==> src/rtl/yeokm1_pwm_audio.sv <==
// Single-voice tone synthesizer tile: phase-accumulator oscillator, 8-bit PWM audio and note display.
// Optional macro DIRECT_SAMPLE_EN makes wave=3 play uio_in; otherwise wave=3 is silent.
module yeokm1_pwm_audio #(
  parameter int PWM_BITS = 8,
  parameter int PHASE_W  = 16
) (
  input  logic       clk,
  input  logic       rst,
  input  logic       ena,
  input  logic [7:0] ui_in,
  input  logic [7:0] uio_in,
  output logic [7:0] uo_out,
  output logic [7:0] uio_out,
  output logic [7:0] uio_oe
);

  typedef struct packed {
    logic       mute;
    logic [1:0] vol;
    logic [1:0] wave;
    logic [2:0] note;
  } ctrl_t;

  ctrl_t ctrl;
  assign ctrl = ctrl_t'(ui_in);

  logic                muted;
  logic [PWM_BITS-1:0] cnt;
  logic [PWM_BITS-1:0] duty;
  logic [PHASE_W-1:0]  phase;
  logic                pwm_q;
  logic [6:0]          seg_q;
  logic [PWM_BITS-1:0] p;
  logic [PWM_BITS-1:0] wave_val;
  logic [PWM_BITS-1:0] tri_up;

  assign muted  = ctrl.mute | ~ena;
  assign p      = phase[PHASE_W-1 -: PWM_BITS];
  assign tri_up = {p[PWM_BITS-2:0], 1'b0};

  function automatic logic [PHASE_W-1:0] note_inc(input logic [2:0] n);
    logic [PHASE_W-1:0] r;
    unique case (n)
      3'd0: r = PHASE_W'(439);
      3'd1: r = PHASE_W'(493);
      3'd2: r = PHASE_W'(553);
      3'd3: r = PHASE_W'(586);
      3'd4: r = PHASE_W'(658);
      3'd5: r = PHASE_W'(738);
      3'd6: r = PHASE_W'(829);
      default: r = PHASE_W'(878);
    endcase
    return r;
  endfunction

  // gfedcba, active-high; notes 0 and 7 are both C
  function automatic logic [6:0] seg_of(input logic [2:0] n);
    logic [6:0] r;
    unique case (n)
      3'd0: r = 7'h39;
      3'd1: r = 7'h5E;
      3'd2: r = 7'h79;
      3'd3: r = 7'h71;
      3'd4: r = 7'h3D;
      3'd5: r = 7'h77;
      3'd6: r = 7'h7C;
      default: r = 7'h39;
    endcase
    return r;
  endfunction

`ifndef DIRECT_SAMPLE_EN
  logic unused_uio;
  assign unused_uio = ^uio_in;
`endif

  always_comb begin
    wave_val = '0;
    unique case (ctrl.wave)
      2'd0: wave_val = {PWM_BITS{p[PWM_BITS-1]}};
      2'd1: wave_val = p;
      2'd2: wave_val = p[PWM_BITS-1] ? ~tri_up : tri_up;
`ifdef DIRECT_SAMPLE_EN
      default: wave_val = PWM_BITS'(uio_in);
`else
      default: wave_val = '0;
`endif
    endcase
  end

  always_ff @(posedge clk or posedge rst) begin
    if (rst) begin
      cnt   <= '0;
      phase <= '0;
      duty  <= '0;
      pwm_q <= 1'b0;
      seg_q <= '0;
    end else begin
      cnt   <= cnt + 1'b1;
      pwm_q <= (cnt < duty);
      seg_q <= muted ? 7'h40 : seg_of(ctrl.note);
      // duty only changes at the period boundary so no PWM pulse is ever split
      if (cnt == '1) begin
        if (muted) begin
          phase <= '0;
          duty  <= '0;
        end else begin
          phase <= phase + note_inc(ctrl.note);
          duty  <= wave_val >> ctrl.vol;
        end
      end
    end
  end

  assign uo_out  = {pwm_q, seg_q};
  assign uio_out = 8'h00;
  assign uio_oe  = 8'h00;

endmodule

==> config.mk <==
export PLATFORM = sky130hd
export DESIGN_NAME = yeokm1_pwm_audio
export DESIGN_NICKNAME = d
export VERILOG_FILES = /design/src/rtl/yeokm1_pwm_audio.sv
export SDC_FILE = /design/constraint.sdc
export NUM_CORES = 1
export LEC_CHECK = 0
export BUFFER_PORTS_ARGS = -buffer_cell sky130_fd_sc_hd__buf_2
export CAP_MARGIN = 30
export CORE_AREA = 2 2 123 101
export DETAILED_ROUTE_END_ITERATION = 10
export DIE_AREA = 0 0 125 103
export RECOVER_POWER = 100
export SYNTH_ARGS = -nofsm -noshare
export SYNTH_HDL_FRONTEND = slang
export SYNTH_SLANG_ARGS = --single-unit
==> constraint.sdc <==
create_clock -name clk -period 3.4 [get_ports clk]
set_input_delay 0.51 -clock clk [delete_from_list [all_inputs] [get_ports clk]]
set_output_delay 0.51 -clock clk [all_outputs]
set_load 0.03 [all_outputs]
Word-level counts from Yosys, hierarchy flattened
Index checks and enable logic that the tools add are counted.
{"block": "word_totals", "register_bits": 40, "latchBits": 0, "mem_bits_rw": 0, "mem_bits_ro": 0, "inputBits": 19, "out_inout_bits": 24, "elab_cells": 32, "n_memories": 0}
{"block": "op_classes", "n_addsub": 2, "mul": 0, "div_mod_pow": 0, "n_lt_le_gt_ge": 1, "n_eq_ne": 9, "shift": 1, "mux": 9, "n_bitwise": 3, "reduce_logical": 2}
{"op": "10-bit case mux with 7 select lines", "n": 1}
{"op": "16-bit two-way mux", "n": 3}
{"op": "7-bit case mux with 6 select lines", "n": 1}
{"op": "8-bit case mux with 3 select lines", "n": 1}
{"op": "16-bit adder", "n": 1}
{"op": "8-bit two-way mux", "n": 2}
{"op": "3-bit == test (second input constant)", "n": 3}
{"op": "8-bit by 1-bit adder with 8-bit output (second input constant)", "n": 1}
{"op": "8-bit == test (second input constant)", "n": 1}
{"op": "8-bit < comparator", "n": 1}
{"op": "8-bit inverter", "n": 1}
{"op": "8-bit by 2-bit right shift with 8-bit output", "n": 1}
{"op": "7-bit two-way mux", "n": 1}
{"op": "3-bit by 2-bit == test with 1-bit output (second input constant)", "n": 2}
{"op": "3-bit by 1-bit == test with 1-bit output (second input constant)", "n": 1}
{"op": "3-bit logical NOT", "n": 1}
{"op": "2-bit by 1-bit == test with 1-bit output (second input constant)", "n": 1}
{"op": "2-bit == test (second input constant)", "n": 1}
{"op": "2-bit logical NOT", "n": 1}
{"op": "1-bit inverter", "n": 1}
{"op": "1-bit bitwise OR", "n": 1}

Logic depth before layout (Yosys ltp)
Gate-level depths: netlist of the first run.
{"block": "depth", "ltp_word": 6, "ltp_mapped": 11, "depth_no_buf": 11}

Least setup slack after synthesis of the first run
No wires, ideal clock.
{"block": "synth_timing", "path_kind": "in2reg", "from": "in ui_in[1]", "to": "reg phase[10]", "setup_time_ps": 69, "arrival_ps": 2619, "required_time_ps": 3331, "slack_ps": 712, "cell_stages": 10, "path_buffers": 1, "cell_sequence": "clkbuf_1 -> mux2i_1 -> ha_1 -> inv_1 -> fa_1 -> nand3b_1 -> a21oi_1 -> a21oi_1 -> or4b_1 -> nand3_1"}
{"block": "synth_via", "elab_chain_cells": 6, "elab_cells_between_ends": 12, "classes_between": "1 x add/sub; 6 x eq/ne; 4 x mux; 1 x reduce/logical"}
{"element": "start: declaration", "line": "10", "source": "input logic [7:0] ui_in,"}
{"element": "3-bit == test, or another cell as far along", "line": "43", "source": "unique case (n)"}
{"element": "10-bit case mux with 7 select lines *", "line": "43"}
{"element": "16-bit two-way mux *", "line": "104", "source": "if (muted) begin"}
{"element": "16-bit two-way mux *", "line": "103", "source": "if (cnt == '1) begin"}
{"element": "16-bit adder *", "line": "108", "source": "phase <= phase + note_inc(ctrl.note);"}
{"element": "16-bit two-way mux *", "line": "104"}
{"element": "end signal: assignment", "line": "108"}
{"element": "end: declaration", "line": "30", "source": "logic [PHASE_W-1:0] phase;"}
Mark *: on every way between the ends. The rest lies on a longest branch, timed or not. The select of a mux whose other input is x is not followed.
A chain may end at the register's enable or synchronous reset.

Final worst setup path of the first run
{"block": "layout_timing", "from": "in ui_in[2]", "to": "reg phase[10]"}
Same word-level chain as after synthesis.

==> metrics, run 1 <==
largest family of logic cells by synthesized area=simple AND/OR/NAND/NOR gates; sequential-to-total area share from yosys stat=0.349; Final Hold Vio Count=0; TNS Setup=0 ps; Post-synth EDFFs=0; worst path cell trace=clkbuf_1 -> inv_1 -> nand2_1 -> nor2_1 -> a21oi_1 -> inv_1 -> fa_1 -> nand3b_1 -> a21oi_1 -> a21oi_1 -> or4b_1 -> nand3_1; die area=around 13000 sq um; Num CTS Buffers=5; DR DRC count=0; starting density of the core=0.243; multiplexer area fraction after synthesis=0.0327; Max-Cap Viols=1; Netlist Area Pre-Place=approximately 2900 sq um; Skew-Pair Late Insertion Delay=280 ps; worst hold path type=register to register; die width=125 um; Clock Path Buffers=2; largest net degree at the start of global routing=41; crit path kind=input port to register; I/O Buffers=18; Startpoint Class=input port; initial DRC count=134; status=complete, but fails checks; worst endpoint data arrival time=3060 ps; Worst path slowest cell=or4b_1; Top delay family on crit path=simple AND/OR/NAND/NOR gates; Final #Nets=381; Post-CTS Setup Bufs=0; CTS clk-pin slew, worst paths=60 ps; total gr overflow=0; Final Critical Period=between 2000 and 3000 ps; CP max FO=6; Tcrit/Tclk final=0.835; worst path bufs/invs=3; Yosys top cell area share=0.349; RSZ-0062 raised after global routing=false; ys async rst share=1.00; Core Area=11800 sq um; Post-Syn Area per Cell=8.73 sq um; row count=36; CTS HTree Levels=2; clock sink total=40; CP dominant cell by count=a21oi_1; area taken by flip-flops and latches=1000 sq um; failing checks=capacitance limit, slew limit; Die Y-Extent=103 um; compound-gate portion of the synthesized area=0.173; max frequency=~350 MHz; # fillers=1283; ANT nets after route=0; final-report setup violation count=0; Post-Synth Simple-Gate Area=0.206; Global Route Usage Sum=0.103; global-route wire length before repair=10700 um; Max VDD drop=between 0.2 and 0.25 mV; Multi-input gate area=1630 sq um; diode count=0; Synth warnings=0; io pins=43; Vias/cell=between 4 and 5; layout cells sized above 1=0.0704; Mapped Cells=329; flop2flop setup slack=between 900 and 1000 ps; GPL Wtd Cong=~0.84; vias=2290; synth top area cells=dfrtp_1, ha_1, nand2_1, buf_4, a21oi_1; WL/cell=12.7 um; drt first pass iters=4; fin. max-slew vios=41; #FFs+latches synth=40; count of non-filler cells in the finished layout=between 400 and 500; CP Capture Type=register; dominant synthesized flop cell=dfrtp_1; post-cts repair resize count=0; DRT Wirelength=about 6300 um; vias in the first global route=roughly 2200; adder-cell share of the synthesized area=0.0985; Synth cell types=57; initial antenna violation count=0; CTS Root Cell=clkbuf_16; Layout area overhead=10.0%; final setup skew=3.67 ps; max incr delay on CP=540 ps; cell count after placement=485; Leak=1.43 nW; Yosys top cell by area=dfrtp_1; Slew @ Worst Pin=2230 ps; Power per Cell Area=about 380 nW/um^2; xor/xnor share of the synthesized area=0.0458; Hold Buf Count CTS=0; WP data required=around 3600 ps; Slew HR=-0.484; CTS tree=yes; post-DP HPWL=4470 um
-- logic make-up (layout without fill, tap and decap cells) --
group,after synthesis,after routing
simple gates,117,117
xor+xnor,15,15
other cells,1,16
buf+inv,53,50
flops,40,40
compound gates,72,72
mux,9,9
fa+ha+maj,22,22
-- power breakdown --
part	switching, W	internal (W)	total (W)
Clock	0.000189	0.000345	0.000534
Combinational	0.000123	0.0000540	0.000177
Sequential	0.00000221	0.000481	0.000483
-- layer usage --
layer	routed length, um	GRT usage	vias to the layer above
li1	-	-	1145
met1	3050	0.132	1101
met2	2940	0.173	38
met3	211	0.0254	6
met4	72	0.0316	0
met5	0	0	-
-- path summary, 6_finish.rpt --
kind	to	from	cells after the start
worst min-delay path	duty[0]	duty[0]	2
min in group asynchronous	phase[1]	rst	3
worst max-delay path	phase[10]	ui_in[2]	12
worst max register to register	duty[1]	cnt[0]	6
worst min register to register	duty[0]	duty[0]	2
max in group asynchronous	phase[9]	rst	3
-- final cells by class --
type | count | share of cell area
clock inverter | 2 | 0.0111
timing repair buffer | 20 | 0.0285
multi-input combinational | 251 | 0.516
inverter | 22 | 0.0261
sequential | 40 | 0.317
clock buffer | 6 | 0.0408
tap | 152 | 0.0602
-- worst register-to-register path: stages (launching register included) --
cell and delay (ps):
dfrtp_1 400, ha_1 230, nand2_1 100, or3_1 720, nor3_1 590, o211ai_1 180, o221ai_1 110
-- Yosys cell counts, types with 2 or more instances --
library cell	count
o31ai_1	3
a21oi_1	17
a2111oi_0	2
buf_4	17
nand2_1	45
nor4bb_1	3
clkbuf_1	10
o221a_2	2
xnor2_1	6
dfrtp_1	40
and3b_1	2
a22o_1	2
o22ai_1	2
nand3b_1	3
nor2_1	17
nand3_1	16
a31oi_1	3
a221o_1	2
nor2b_1	3
and3_1	4
o21ai_0	13
ha_1	21
nand4_1	2
nand2b_1	9
mux2_2	3
or3_1	4
xor2_1	9
o221ai_1	3
a21o_1	3
buf_2	2
mux2i_1	6
nor3_1	3
inv_1	21
o211ai_1	8
-- registers in the layout, summed over array words and instances (netlist names) --
| name | flops |
|---|---|
| cnt | 8 |
| duty | 8 |
| phase | 16 |
| pwm_q | 1 |
| seg_q | 7 |
-- per-stage QoR --
stage | setup WS [ps] | cell area (sq um) | hold WS [ps] | utilization | total power, W
after global placement | 454 | 3030 | 457 | 0.257 | 0.000668
after CTS | 686 | 3200 | 381 | 0.271 | 0.00121
after floorplan | 712 | 2930 | 440 | - | 0.000645
final | 560 | 3160 | 475 | 0.268 | 0.00119
after detailed placement | 397 | 3030 | 465 | 0.257 | 0.000671
after global routing | 359 | 3160 | 506 | 0.268 | 0.00125
-- placed cells by master (no fill, tap or decap), types with 11 or more instances in the layout --
cell / Yosys / layout
a21oi_1: 17 / 17
dfrtp_1: 40 / 40
nand3_1: 16 / 17
nor2_1: 17 / 17
clkbuf_1: 10 / 11
nand2_1: 45 / 45
inv_1: 21 / 22
o21ai_0: 13 / 13
ha_1: 21 / 21
conb_1: 1 / 16
Note: power is estimated with default switching activity, not from simulation.
==> inputs of run 2 (changes only) <==
--- a/config.mk
+++ b/config.mk
@@ -5,11 +5,12 @@
 export SDC_FILE = /design/constraint.sdc
 export NUM_CORES = 1
 export LEC_CHECK = 0
+export ABC_AREA = 1
 export BUFFER_PORTS_ARGS = -buffer_cell sky130_fd_sc_hd__buf_2
 export CAP_MARGIN = 30
-export CORE_AREA = 2 2 123 101
+export CORE_AREA = 2 2 124 102
 export DETAILED_ROUTE_END_ITERATION = 10
-export DIE_AREA = 0 0 125 103
+export DIE_AREA = 0 0 126 104
 export RECOVER_POWER = 100
 export SYNTH_ARGS = -nofsm -noshare
 export SYNTH_HDL_FRONTEND = slang
==> constraint.sdc (replaced) <==
create_clock -name clk -period 2.3 [get_ports clk]
set_input_delay 0.345 -clock clk [delete_from_list [all_inputs] [get_ports clk]]
set_output_delay 0.345 -clock clk [all_outputs]
set_load 0.03 [all_outputs]
==> metrics, run 2 <==
status=finished clean; CP max FO=19 (+13); Layout area overhead=13.5%; placed cell area=3140 sq um (+3.6%); GPL Wtd Cong=0.839 (+0.43%); Largest regs=phase x16, cnt x8, duty x8; worst path bufs/invs=2 (-1); Top delay family on crit path=simple AND/OR/NAND/NOR gates; ys async rst share=1.00 (unchanged); WP data required=2510 ps (-1110 ps); Hold Buf Count CTS=0 (unchanged); Yosys top cell by area=dfrtp_1; Worst path slowest cell=dfrtp_1; CTS Root Cell=clkbuf_16; max reg flops=16 (unchanged); final-report setup violation count=0 (unchanged); Post-CTS Setup Bufs=0 (unchanged); Clock Path Buffers=2 (unchanged); Net Sw Power=0.000481 W (+53%); Core Area=11900 sq um (+0.76%); Slew @ Worst Pin=1030 ps (-1200 ps); Hold Startpoint=ui_in[7]; max incr delay on CP=390 ps (-150 ps); I/O Buffers=18 (unchanged); Die Y-Extent=104 um (+0.97%); Max VDD drop=0.281 mV (+33%); WL/cell=10.9 um (-14%); Power per Cell Area=554 nW/um^2 (+47%); Yosys top cell area share=0.346 (-0.00211); Max-Cap Viols=0 (-1); Final Critical Period=2050 ps; Final Hold Vio Count=0 (unchanged); #FFs+latches synth=40 (unchanged); Design Area, Final=3280 sq um (+3.8%); Skew-Pair Late Insertion Delay=280 ps (about the same); total power draw=0.00182 W (+52%); synth top area cells=dfrtp_1, nand2_1, ha_1, inv_1, nand3_1; commonest non-fill, non-tap cells in the layout=nand2_1, inv_1, dfrtp_1, nand3_1, nor2_1; global-route wire length before repair=11000 um (+2.4%); CP Capture Type=register; TNS Setup=0 ps (unchanged); Most flops, register=phase; CTS HTree Levels=2 (unchanged); total gr overflow=0 (unchanged); die area=13100 sq um (+1.8%); initial DRC count=169 (+26%); Mapped Cells=391 (+19%); initial antenna violation count=0 (unchanged); fin. max-slew vios=0 (-100%); switch share=0.264 (+0.00156); Final #Nets=459 (+20%); setup ws final=250 ps (-310 ps); Tcrit/Tclk final=0.892; P_int=0.00134 W (+52%); drt first pass iters=5 (+1); Num CTS Buffers=5 (unchanged); layout cells sized above 1=0.100 (+0.0299); ANT nets after route=0 (unchanged); Post-synth EDFFs=0 (unchanged); worst hold path type=input port to register; flop2flop setup slack=250 ps (-740 ps); starting density of the core=0.243 (-0.000370); vias in the first global route=2368 (+6.0%); clock sink total=40 (unchanged); hold path endpoint=seg_q[4]; largest net degree at the start of global routing=41 (unchanged); DRT Wirelength=6240 um (-0.56%); worst path cell trace=ha_1 -> nand2_2 -> nor2_1 -> nand2_4 -> nor2_8 -> inv_4 -> nor2_2 -> inv_2 -> nand2_1 -> nand2_1 -> o21ai_2; Synth cell types=41 (-28%); top cell types by occurrence after synthesis=nand2_1, inv_1, dfrtp_1; RSZ-0062 raised after global routing=false; vias=2432 (+6.2%); Layout Utilization=0.276 (+0.00797); pre-CTS setup slack=-22.8 ps (-419 ps); leading cell type in the layout, fill and taps excluded=nand2_1; Synth warnings=0 (unchanged); hold depth=2 (unchanged); reg2reg path depth=11 (+5); final setup skew=6.07 ps (+2.40 ps); power share of the clock group=0.459 (+0.012); worst endpoint data arrival time=2270 ps (-790 ps); post-cts repair resize count=0 (unchanged); reg2reg start=cnt[1]; sequential-to-total area share from yosys stat=0.346 (-0.00211); diode count=0 (unchanged); post-DP HPWL=4830 um (+7.9%); reg-to-reg endpoint=duty[1]; crit path kind=register to register; CTS clk-pin slew, worst paths=60 ps (about the same); Vias/cell=4.26 (-8.3%); Startpoint Class=register; Global Route Usage Sum=0.100 (-0.00258); Flop pwr share=0.396 (-0.009); DR DRC count=0 (unchanged); Comb pwr share=0.145 (-0.003); Leak=1.72 nW (+20%); row count=36 (unchanged); die width=126 um (+0.80%); CTS tree=yes; io pins=43 (unchanged); count leader, synth=nand2_1; Slew HR=0.315 (+0.799); CP dominant cell by count=nand2_1; Netlist Area Pre-Place=2890 sq um (+0.61%); max frequency=488 MHz; Post-Syn Area per Cell=7.39 sq um (-15%); dominant synthesized flop cell=dfrtp_1
run 2: changes by cell type in the layout (fill, tap and decap cells not counted), sizes merged, moves of 5 or more:
cell    previous run  this run
nand2             45       107
inv               22        57
nand3             17        37
nor2              17        30
nand2b             9         0
buf               10        17
mux2i              6         0
o211ai             8         2
nand4              2         7
o21ai             13        18
run 2: final cells by class:
type | instances | area (sq um)
timing repair buffer | 28 | 153
clock buffer | 6 | 139
fill | 1300 | 8610
sequential | 40 | 1000
inverter | 58 | 220
tap | 152 | 190
clock inverter | 2 | 38.8
multi-input combinational | 285 | 1540
run 2: how the worst max path moves through the flow:
stage / startpoint / end / cells after the start
CTS: ui_in[1] / phase[15] / 13
floorplan: ui_in[1] / phase[8] / 15
global route: cnt[1] / duty[3] / 9
global placement: ui_in[1] / phase[15] / 13
finish: cnt[1] / duty[1] / 11
detailed placement: ui_in[1] / phase[15] / 13
run 2: worst reg2reg max path, delay by kind of cell, from the launching register on:
kind                     cells  cell delay [ps]
flip-flops                   1              390
AND/OR/NAND/NOR              7             1190
adder cells (fa/ha/maj)      1              210
buffers and inverters        2              160
AO/OA/AOI/OAI                1               50
run 2: power by group through the flow:
stage	registers [W]	clock network (W)	logic, W
3_3_place_gp	0.000733	0	0.000265
3_5_place_dp	0.000733	0	0.000268
2_1_floorplan	0.000743	0	0.000207
6_report	0.000720	0.000834	0.000263
5_1_grt	0.000721	0.000893	0.000299
4_1_cts	0.000720	0.000857	0.000269
run 2: per-stage QoR:
| step | hold WS, ps | cells |
|---|---|---|
| 3_5_place_dp | 461 | 563 |
| 2_1_floorplan | 432 | 406 |
| 6_report | 290 | 571 |
| 3_3_place_gp | 459 | 563 |
| 4_1_cts | 211 | 571 |
| 5_1_grt | 302 | 571 |
run 2: cells by family after synthesis:
kind of cell    share of synthesized area
compound gates                      0.103
xor+xnor                           0.0273
fa+ha+maj                          0.0979
buf+inv                             0.131
flops                               0.346
other cells                       0.00130
simple gates                        0.293
run 2: metal layers:
| metal | part of all wire | GRT usage | routed length [um] |
|---|---|---|---|
| met5 | 0 | 0 | 0 |
| met4 | 0.0066 | 0.0314 | 41 |
| met3 | 0.036 | 0.0206 | 223 |
| met2 | 0.45 | 0.158 | 2800 |
| met1 | 0.51 | 0.137 | 3180 |
